$ cat src/rtl/rgb_mixer_pkg.sv
// Shared definitions for the RGB mixer channel path: level width default,
// slew prescaler default and the slewer state encoding.
package rgb_mixer_pkg;

    localparam int LEVEL_WIDTH_DEF = 8;
    localparam int STEP_CYCLES_DEF = 256;

    typedef enum logic [1:0] {
        IDLE      = 2'd0,
        RAMP_UP   = 2'd1,
        RAMP_DOWN = 2'd2
    } slew_state_t;

    // Classify a level against its target: below -> RAMP_UP, above -> RAMP_DOWN.
    function automatic slew_state_t slew_state_for(input logic below, input logic above);
        slew_state_t s;
        case ({below, above})
            2'b10:   s = RAMP_UP;
            2'b01:   s = RAMP_DOWN;
            2'b00:   s = IDLE;
            default: s = IDLE;
        endcase
        return s;
    endfunction

endpackage

$ cat src/rtl/tick_gen.sv
// Free-running prescaler: counts 0..PERIOD-1 and emits a one-cycle tick
// each time the count wraps. Shared with the debounce logic.
module tick_gen #(
    parameter int PERIOD = 256
) (
    input  logic clk,
    input  logic reset,
    output logic tick
);

    localparam int CW = (PERIOD > 1) ? $clog2(PERIOD) : 1;
    localparam logic [CW-1:0] LAST = CW'(PERIOD - 1);
    localparam logic [CW-1:0] ONE  = CW'(1);

    logic [CW-1:0] count_r;
    logic          tick_r;

    // Prescaler counter with a registered wrap pulse.
    always_ff @(posedge clk) begin
        if (reset) begin
            count_r <= {CW{1'b0}};
            tick_r  <= 1'b0;
        end else begin
            tick_r <= (count_r == LAST);
            if (count_r == LAST) begin
                count_r <= {CW{1'b0}};
            end else begin
                count_r <= count_r + ONE;
            end
        end
    end

    assign tick = tick_r;

endmodule

$ cat src/rtl/level_slewer.sv
// Per-channel duty-level slewer. Moves the PWM level one LSB toward the
// sampled target per permitted step, and only on the PWM period boundary so
// no period ever sees a mid-period level change.
module level_slewer
    import rgb_mixer_pkg::*;
#(
    parameter int LEVEL_WIDTH = LEVEL_WIDTH_DEF,
    parameter int STEP_CYCLES = STEP_CYCLES_DEF
) (
    input  logic                   clk,
    input  logic                   reset,
    input  logic [LEVEL_WIDTH-1:0] target,
    input  logic                   bypass,
    input  logic                   period_start,
    output logic [LEVEL_WIDTH-1:0] level,
    output logic                   settled,
    output logic                   ramping_up
);

    localparam logic [LEVEL_WIDTH-1:0] ONE = LEVEL_WIDTH'(1);

    logic                   tick_s;
    logic [LEVEL_WIDTH-1:0] level_r;
    logic [LEVEL_WIDTH-1:0] level_next_s;
    logic [LEVEL_WIDTH-1:0] target_r;
    logic [LEVEL_WIDTH-1:0] target_next_s;
    slew_state_t            state_r;
    slew_state_t            state_next_s;
    logic                   step_pending_r;
    logic                   pending_next_s;
    logic                   settled_r;
    logic                   ramping_up_r;

    tick_gen #(
        .PERIOD(STEP_CYCLES)
    ) u_tick_gen (
        .clk  (clk),
        .reset(reset),
        .tick (tick_s)
    );

    // Next-state logic: everything holds between period boundaries except the
    // sticky step permission; a tick on the boundary cycle itself counts.
    always_comb begin
        level_next_s   = level_r;
        target_next_s  = target_r;
        state_next_s   = state_r;
        pending_next_s = step_pending_r | tick_s;
        if (period_start) begin
            target_next_s = target;
            if (bypass) begin
                level_next_s   = target;
                pending_next_s = 1'b0;
            end else if (level_r == target) begin
                pending_next_s = 1'b0;
            end else if (step_pending_r | tick_s) begin
                // Always step toward target, so no wrap past either rail.
                if (level_r < target) begin
                    level_next_s = level_r + ONE;
                end else begin
                    level_next_s = level_r - ONE;
                end
                pending_next_s = 1'b0;
            end else begin
                pending_next_s = 1'b0;
            end
            state_next_s = slew_state_for(level_next_s < target, level_next_s > target);
        end else begin
            level_next_s = level_r;
        end
    end

    // State, level and status registers; status tracks the state on the same edge.
    always_ff @(posedge clk) begin
        if (reset) begin
            level_r        <= {LEVEL_WIDTH{1'b0}};
            target_r       <= {LEVEL_WIDTH{1'b0}};
            state_r        <= IDLE;
            step_pending_r <= 1'b0;
            settled_r      <= 1'b1;
            ramping_up_r   <= 1'b0;
        end else begin
            level_r        <= level_next_s;
            target_r       <= target_next_s;
            state_r        <= state_next_s;
            step_pending_r <= pending_next_s;
            settled_r      <= (state_next_s == IDLE);
            ramping_up_r   <= (state_next_s == RAMP_UP);
        end
    end

    assign level      = level_r;
    assign settled    = settled_r;
    assign ramping_up = ramping_up_r;

endmodule

$ cat config.mk
export PLATFORM = sky130hd
export DESIGN_NAME = level_slewer
export DESIGN_NICKNAME = d
export VERILOG_FILES = /design/src/rtl/rgb_mixer_pkg.sv /design/src/rtl/tick_gen.sv /design/src/rtl/level_slewer.sv
export SDC_FILE = /design/constraint.sdc
export NUM_CORES = 1
export LEC_CHECK = 0
export CORE_MARGIN = 5
export CORE_UTILIZATION = 55
export DETAILED_ROUTE_END_ITERATION = 10
export PLACE_DENSITY = 0.86
export SKIP_CTS_REPAIR_TIMING = 1
export SYNTH_ARGS = -nofsm -noshare
export SYNTH_HDL_FRONTEND = slang
export SYNTH_HIERARCHICAL = 1
export SYNTH_SLANG_ARGS = --single-unit
export TNS_END_PERCENT = 20
$ cat constraint.sdc
create_clock -name clk -period 7.3 [get_ports clk]
set_input_delay 0.73 -clock clk [delete_from_list [all_inputs] [get_ports clk]]
set_output_delay 0.73 -clock clk [all_outputs]
set_load 0.005 [all_outputs]
== Yosys cells after proc, flatten, opt, wreduce, memory -nomap -nowiden ==
Cells that the tools add are included.
Operators by class
  $add $sub $neg: 3
  $lt $le $gt $ge: 3
  equal/unequal tests: 5
  muxes and demuxes: 7
  bitwise operators: 1
  reductions and logical operators: 3
Operators with widths (number)
  $mux 8: 5
  $add 8x1->8 const B: 2
  $lt 8x8->1: 2
  $eq 8x8->1: 1
  $eq 8x8->1 const B: 1
  $gt 8x8->1: 1
  $sub 8x1->8 const B: 1
  $eq 2x1->1 const B: 2
  $pmux 2 s2: 1
  $reduce_or 2->1: 2
  $eq 2x2->1 const B: 1
  $logic_not 2->1: 1
  $mux 2: 1
  $or 1x1->1: 1
Storage, ports and cells
  register bits after elaboration: 22
  input port bits: 12
  output and inout port bits: 10
  logic and storage cells: 29

== Depth between registers and ports, before layout ==
  depth in word-level cells: 11
  mapped depth: 20
  gate-level depth less buffers: 20

== Hierarchy ==
Netlist, hierarchy kept.
Modules (own cells, without submodules)
  level_slewer: instances 1, cells an instance 169, area each 1346.3 µm², sequential area each 260.2 µm²
  tick_gen: instances 1, cells an instance 41, area each 366.6 µm², sequential area each 180.2 µm²

== Least setup slack after synthesis ==
No wires, ideal clock.
  path kind: in2reg
  start point: in target[6]
  end point: reg state_r[1]
  library setup time: 0.114 ns
  arrival time: 4.001 ns
  required time: 7.186 ns
  path slack: 3.185 ns
  cell stages on the path: 18
  path buffers: 0
  cells stage by stage: inv_1 -> ha_1 -> a21oi_1 -> nand2_1 -> a21o_1 -> or2_2 -> ha_1 -> a21oi_2 -> nand2_1 -> a21oi_2 -> nor4_1 -> or4_1 -> nand3_1 -> ha_1 -> nor2b_1 -> o21ai_0 -> o21ai_0 -> a21o_1
On the way
  word-level cells in the longest chain between the ends: 10
  elaborated cells on any way between the ends: 13
  classes of those cells: order compare (3); eq/ne (3); mux (7)
Ends and longest elaborated chain
  from (decl): line level_slewer.sv:12  | input logic [LEVEL_WIDTH-1:0] target,
  $lt 8x8->1: line level_slewer.sv:58  | if (level_r < target) begin
  $mux 8: line level_slewer.sv:58
  $mux 8: line level_slewer.sv:56  | end else if (step_pending_r | tick_s) begin
  $mux 8: line level_slewer.sv:54  | end else if (level_r == target) begin
  $mux 8: line level_slewer.sv:51  | if (bypass) begin
  $mux 8: line level_slewer.sv:49  | if (period_start) begin
  $gt 8x8->1 / $lt 8x8->1 (equally long branches): line level_slewer.sv:67  | state_next_s = slew_state_for(level_next_s < target, level_next_s > target);
  $eq 2x1->1 / $eq 2x2->1 (equally long branches): line rgb_mixer_pkg.sv:17  | case ({below, above})
  $pmux 2 s2 *: line rgb_mixer_pkg.sv:17
  $mux 2 *: line level_slewer.sv:49
  to (signal assigned): line level_slewer.sv:85  | state_r <= state_next_s;
  to (decl): line level_slewer.sv:27  | slew_state_t state_r;
Every way passes the cells marked *; elsewhere a longest branch is shown, timed or not. The select of a mux whose other input is x is not followed.
A chain may end at the register's enable or synchronous reset.

== Worst setup path after layout ==
  start point: in target[6]
  end point: reg settled_r (netlist: settled)
On the way
  word-level cells in the longest chain between the ends: 11
  elaborated cells on any way between the ends: 14
  classes of those cells: order compare (3); eq/ne (3); mux (7); reduce/logical (1)
Ends and longest elaborated chain
  $lt 8x8->1: line level_slewer.sv:58
  $mux 8: line level_slewer.sv:58
  $mux 8: line level_slewer.sv:56
  $mux 8: line level_slewer.sv:54
  $mux 8: line level_slewer.sv:51
  $mux 8: line level_slewer.sv:49
  $gt 8x8->1 / $lt 8x8->1 (equally long branches): line level_slewer.sv:67
  $eq 2x1->1 / $eq 2x2->1 (equally long branches): line rgb_mixer_pkg.sv:17
  $pmux 2 s2 *: line rgb_mixer_pkg.sv:17
  $mux 2 *: line level_slewer.sv:49
  $logic_not 2->1 *: line level_slewer.sv:87  | settled_r <= (state_next_s == IDLE);
  to (signal assigned): line level_slewer.sv:87
  to (decl): line level_slewer.sv:31  | logic settled_r;
Marked as above.

==> results.py <==
metrics = {
    "global_route": {
        "grt_pass1_vias": 1442,
        "grt_max_degree": 23,
        "antenna_found_initial": 0,
        "grtUsageTotal_pct": 18.42,
        "grt.overflow.total": 0,
        "grt_pass1_wl_mm": 6.313,
    },
    "critical_path": {
        "r2r-end": "settled",
        "r2r_slack_ns": 3.19,
        "end_kind": "flop",
        "critical_path_class": "in2reg",
        "startpoint": "target[6]",
        "worst-path-max-fanout": 9,
        "rr_worst_depth": 17,
        "crit_required_ns": 7.54,
        "cp.arrival_ns": 4.90,
        "r2r_start": "level[1]",
        "worst_setup_path_start_kind": "input pin",
    },
    "logic_synthesis": {
        "synth-simple-area-share_pct": 20.16,
        "muxShareOfSynthArea_pct": 2.995,
        "synth_compound_area_share_pct": 23.37,
        "netlist_area_mm2": 0.001713,
        "syn_inst": 210,
        "async_flop_share_pct": 0,
        "yosysTopAreaCellShare_pct": 25.71,
        "synth_xor_area_share_pct": 3.579,
        "synth_top_family_by_area": "compound AO/OA/AOI/OAI gates",
        "synth_area_leader_cell": "dfxtp_1",
        "synth_area_per_cell_um2": 8.157,
        "dominantRegCellSynth": "dfxtp_1",
        "synth-edff-count": 0,
        "synth-adder-area-share_pct": 19.43,
        "ys_types": 48,
        "yosys_register_bits": 22,
        "yosysMostFrequentCell": "ha_1",
        "syn_nets": 248,
        "yosys-top-cells-count": "ha_1, nand2_1, dfxtp_1",
        "synth_area_leaders": "dfxtp_1, ha_1, a21oi_1",
        "ys_seq_area_share_pct": 25.71,
        "yosys_warnings": 6,
    },
    "clock_network": {
        "cts_tree": "done",
        "clk_latency_ns": 0.31,
        "htreeDepth": 1,
        "numCtsBuffers": 3,
        "clk_pin_slew_ns": 0.13,
        "cts_num_sinks": 22,
        "cts_buffer_depth": 2,
        "cts_root_buffer": "clkbuf_4",
    },
    "timing": {
        "max_freq_ghz": 0.2145,
        "finalMaxSlewViolations": 0,
        "rsz0062_at_grt": "no",
        "fin_skew_ns": 0.007388,
        "relSlewSlack_pct": 47.79,
        "final_hold_viol_count": 0,
        "fin_hold_ws_ns": 0.5040,
        "setup_tns_ns": 0,
        "period_needed_ns": 4.662,
        "fin_crit_sh_pct": 63.86,
        "tightest_slew_ns": 0.7807,
        "setup_viol": 0,
    },
    "detailed_routing": {
        "routed_wl_mm": 3.719,
        "drc": 0,
        "routed_via_density": 5.690,
        "drt-pass1-iter-count": 5,
        "drt-initial-drc-count": 114,
        "wl_per_cell_um": 13.57,
        "drtAntennaViolNets": 0,
        "vias": 1559,
    },
    "die": {
        "coreArea_mm2": 0.003028,
        "fp.dieArea_mm2": 0.004330,
        "num_io_pins": 22,
        "die_width_um": 65.81,
        "die_height_um": 65.81,
        "initial_utilization_pct": 56.57,
        "rows": 20,
    },
    "layout": {
        "diodes": 0,
        "nets": 269,
        "area_growth_pct": 16.36,
        "drive_above_1_share_pct": 6.522,
        "fillers": 266,
    },
    "hold_path": {
        "min_path_type": "reg2reg",
        "min_to": "u_tick_gen/count_r[7]",
        "hp-start": "u_tick_gen/count_r[7]",
        "holdPathStages": 2,
    },
    "pwr": {
        "power.density_mw_per_mm2": 142.7,
        "ir_drop_mv": 0.1177,
        "p_leak_nw": 0.8672,
    },
    "job": {
        "cap_violations": 0,
    },
    "placed_design": {
        "dp_hpwl_mm": 2.845,
        "gp_congestion": 0.9544,
        "port-buffer-count": 21,
    },
    "status": {
        "status": "complete, no violations",
    },
}
==> report_power, final <==
part	internal, mW	switching, mW	total [mW]
Sequential	0.127	0.00760	0.135
Clock	0.0305	0.0390	0.0695
Combinational	0.0401	0.0402	0.0803
Total	0.198	0.0868	0.284
==> worst max-delay path by stage <==
stage	slack, ns	end	depth (start not counted)
6_report	2.64	settled	19
5_1_grt	2.33	settled	20
4_1_cts	2.63	settled	19
3_5_place_dp	2.29	settled	19
3_3_place_gp	2.46	settled	19
2_1_floorplan	3.19	state_r[1]	18
==> cell type report <==
cell class / instances / area, um2 / share of cell area (%)
Multi-Input combinational cell: 167 / 1191 / 59.76
Sequential cell: 22 / 440.4 / 22.10
Timing Repair Buffer: 21 / 210.2 / 10.55
Inverter: 16 / 60.06 / 3.013
Tap cell: 44 / 55.05 / 2.762
Clock buffer: 4 / 36.28 / 1.820
==> registers in the layout, summed over array words and instances (netlist names) <==
name / flops
ramping_up: 1
u_tick_gen/count_r: 8
settled: 1
step_pending_r: 1
u_tick_gen/tick: 1
state_r: 2
level: 8
==> metal layers <==
metal | vias up | part of all wire (%) | routed length [um] | global-route usage, %
li1 | 797 | - | - | -
met1 | 700 | 44 | 1637 | 24.37
met2 | 58 | 49 | 1811 | 31.54
met3 | 4 | 6.4 | 238 | 2.721
met4 | 0 | 0.83 | 31 | 3.886
met5 | - | 0 | 0 | 0
==> worst max-delay path: stages <==
cell             delay (ns)
clkdlybuf4s50_1        0.48
inv_1                  0.06
ha_1                   0.33
a21oi_1                0.14
nand2_1                0.07
a21o_1                 0.19
or2_2                  0.37
ha_1                   0.37
a21oi_2                0.17
nand2_1                0.11
a21oi_2                0.16
nor4_1                 0.08
or4_1                  0.52
nand3_1                0.11
ha_1                   0.23
nor2b_1                0.13
o21ai_0                0.20
o21ai_0                0.20
a211oi_1               0.24
==> placed cells by master, fill, tap and decap left out, types with 3 or more instances in the layout <==
cell type        netlist  final
ha_1                  25     25
nand2_1               23     23
dfxtp_1               22     22
clkdlybuf4s50_1        0     21
a21oi_1               20     20
inv_1                 16     16
o21ai_0               12     12
nor2_1                11     11
nand3_1                7      7
xnor2_1                6      6
nor3_1                 5      5
a21o_1                 4      4
mux2i_1                4      4
o211ai_1               4      4
nand4_1                3      3
nor2b_1                3      3
a31oi_1                3      3
clkbuf_4               0      3
==> cells by family (layout without fill, tap and decap cells) <==
kind of cell    count (synthesis)  after routing
buf+inv                        21             41
xor+xnor                        7              7
mux                             5              5
fa+ha+maj                      26             26
simple gates                   68             68
flops                          22             22
compound gates                 61             61
==> through the flow <==
stage | setup WS [ns] | utilization (%) | total power [mW] | instances | area (um2)
after floorplan | 3.185 | - | 0.1891 | 210 | 1713
after global placement | 2.460 | 64.63 | 0.2159 | 270 | 1957
after detailed placement | 2.287 | 64.63 | 0.2175 | 270 | 1957
after CTS | 2.630 | 65.83 | 0.2865 | 274 | 1993
after global routing | 2.330 | 65.83 | 0.3038 | 274 | 1993
final | 2.638 | 65.83 | 0.2844 | 274 | 1993
No activity file was read; power rests on OpenSTA's default activity.
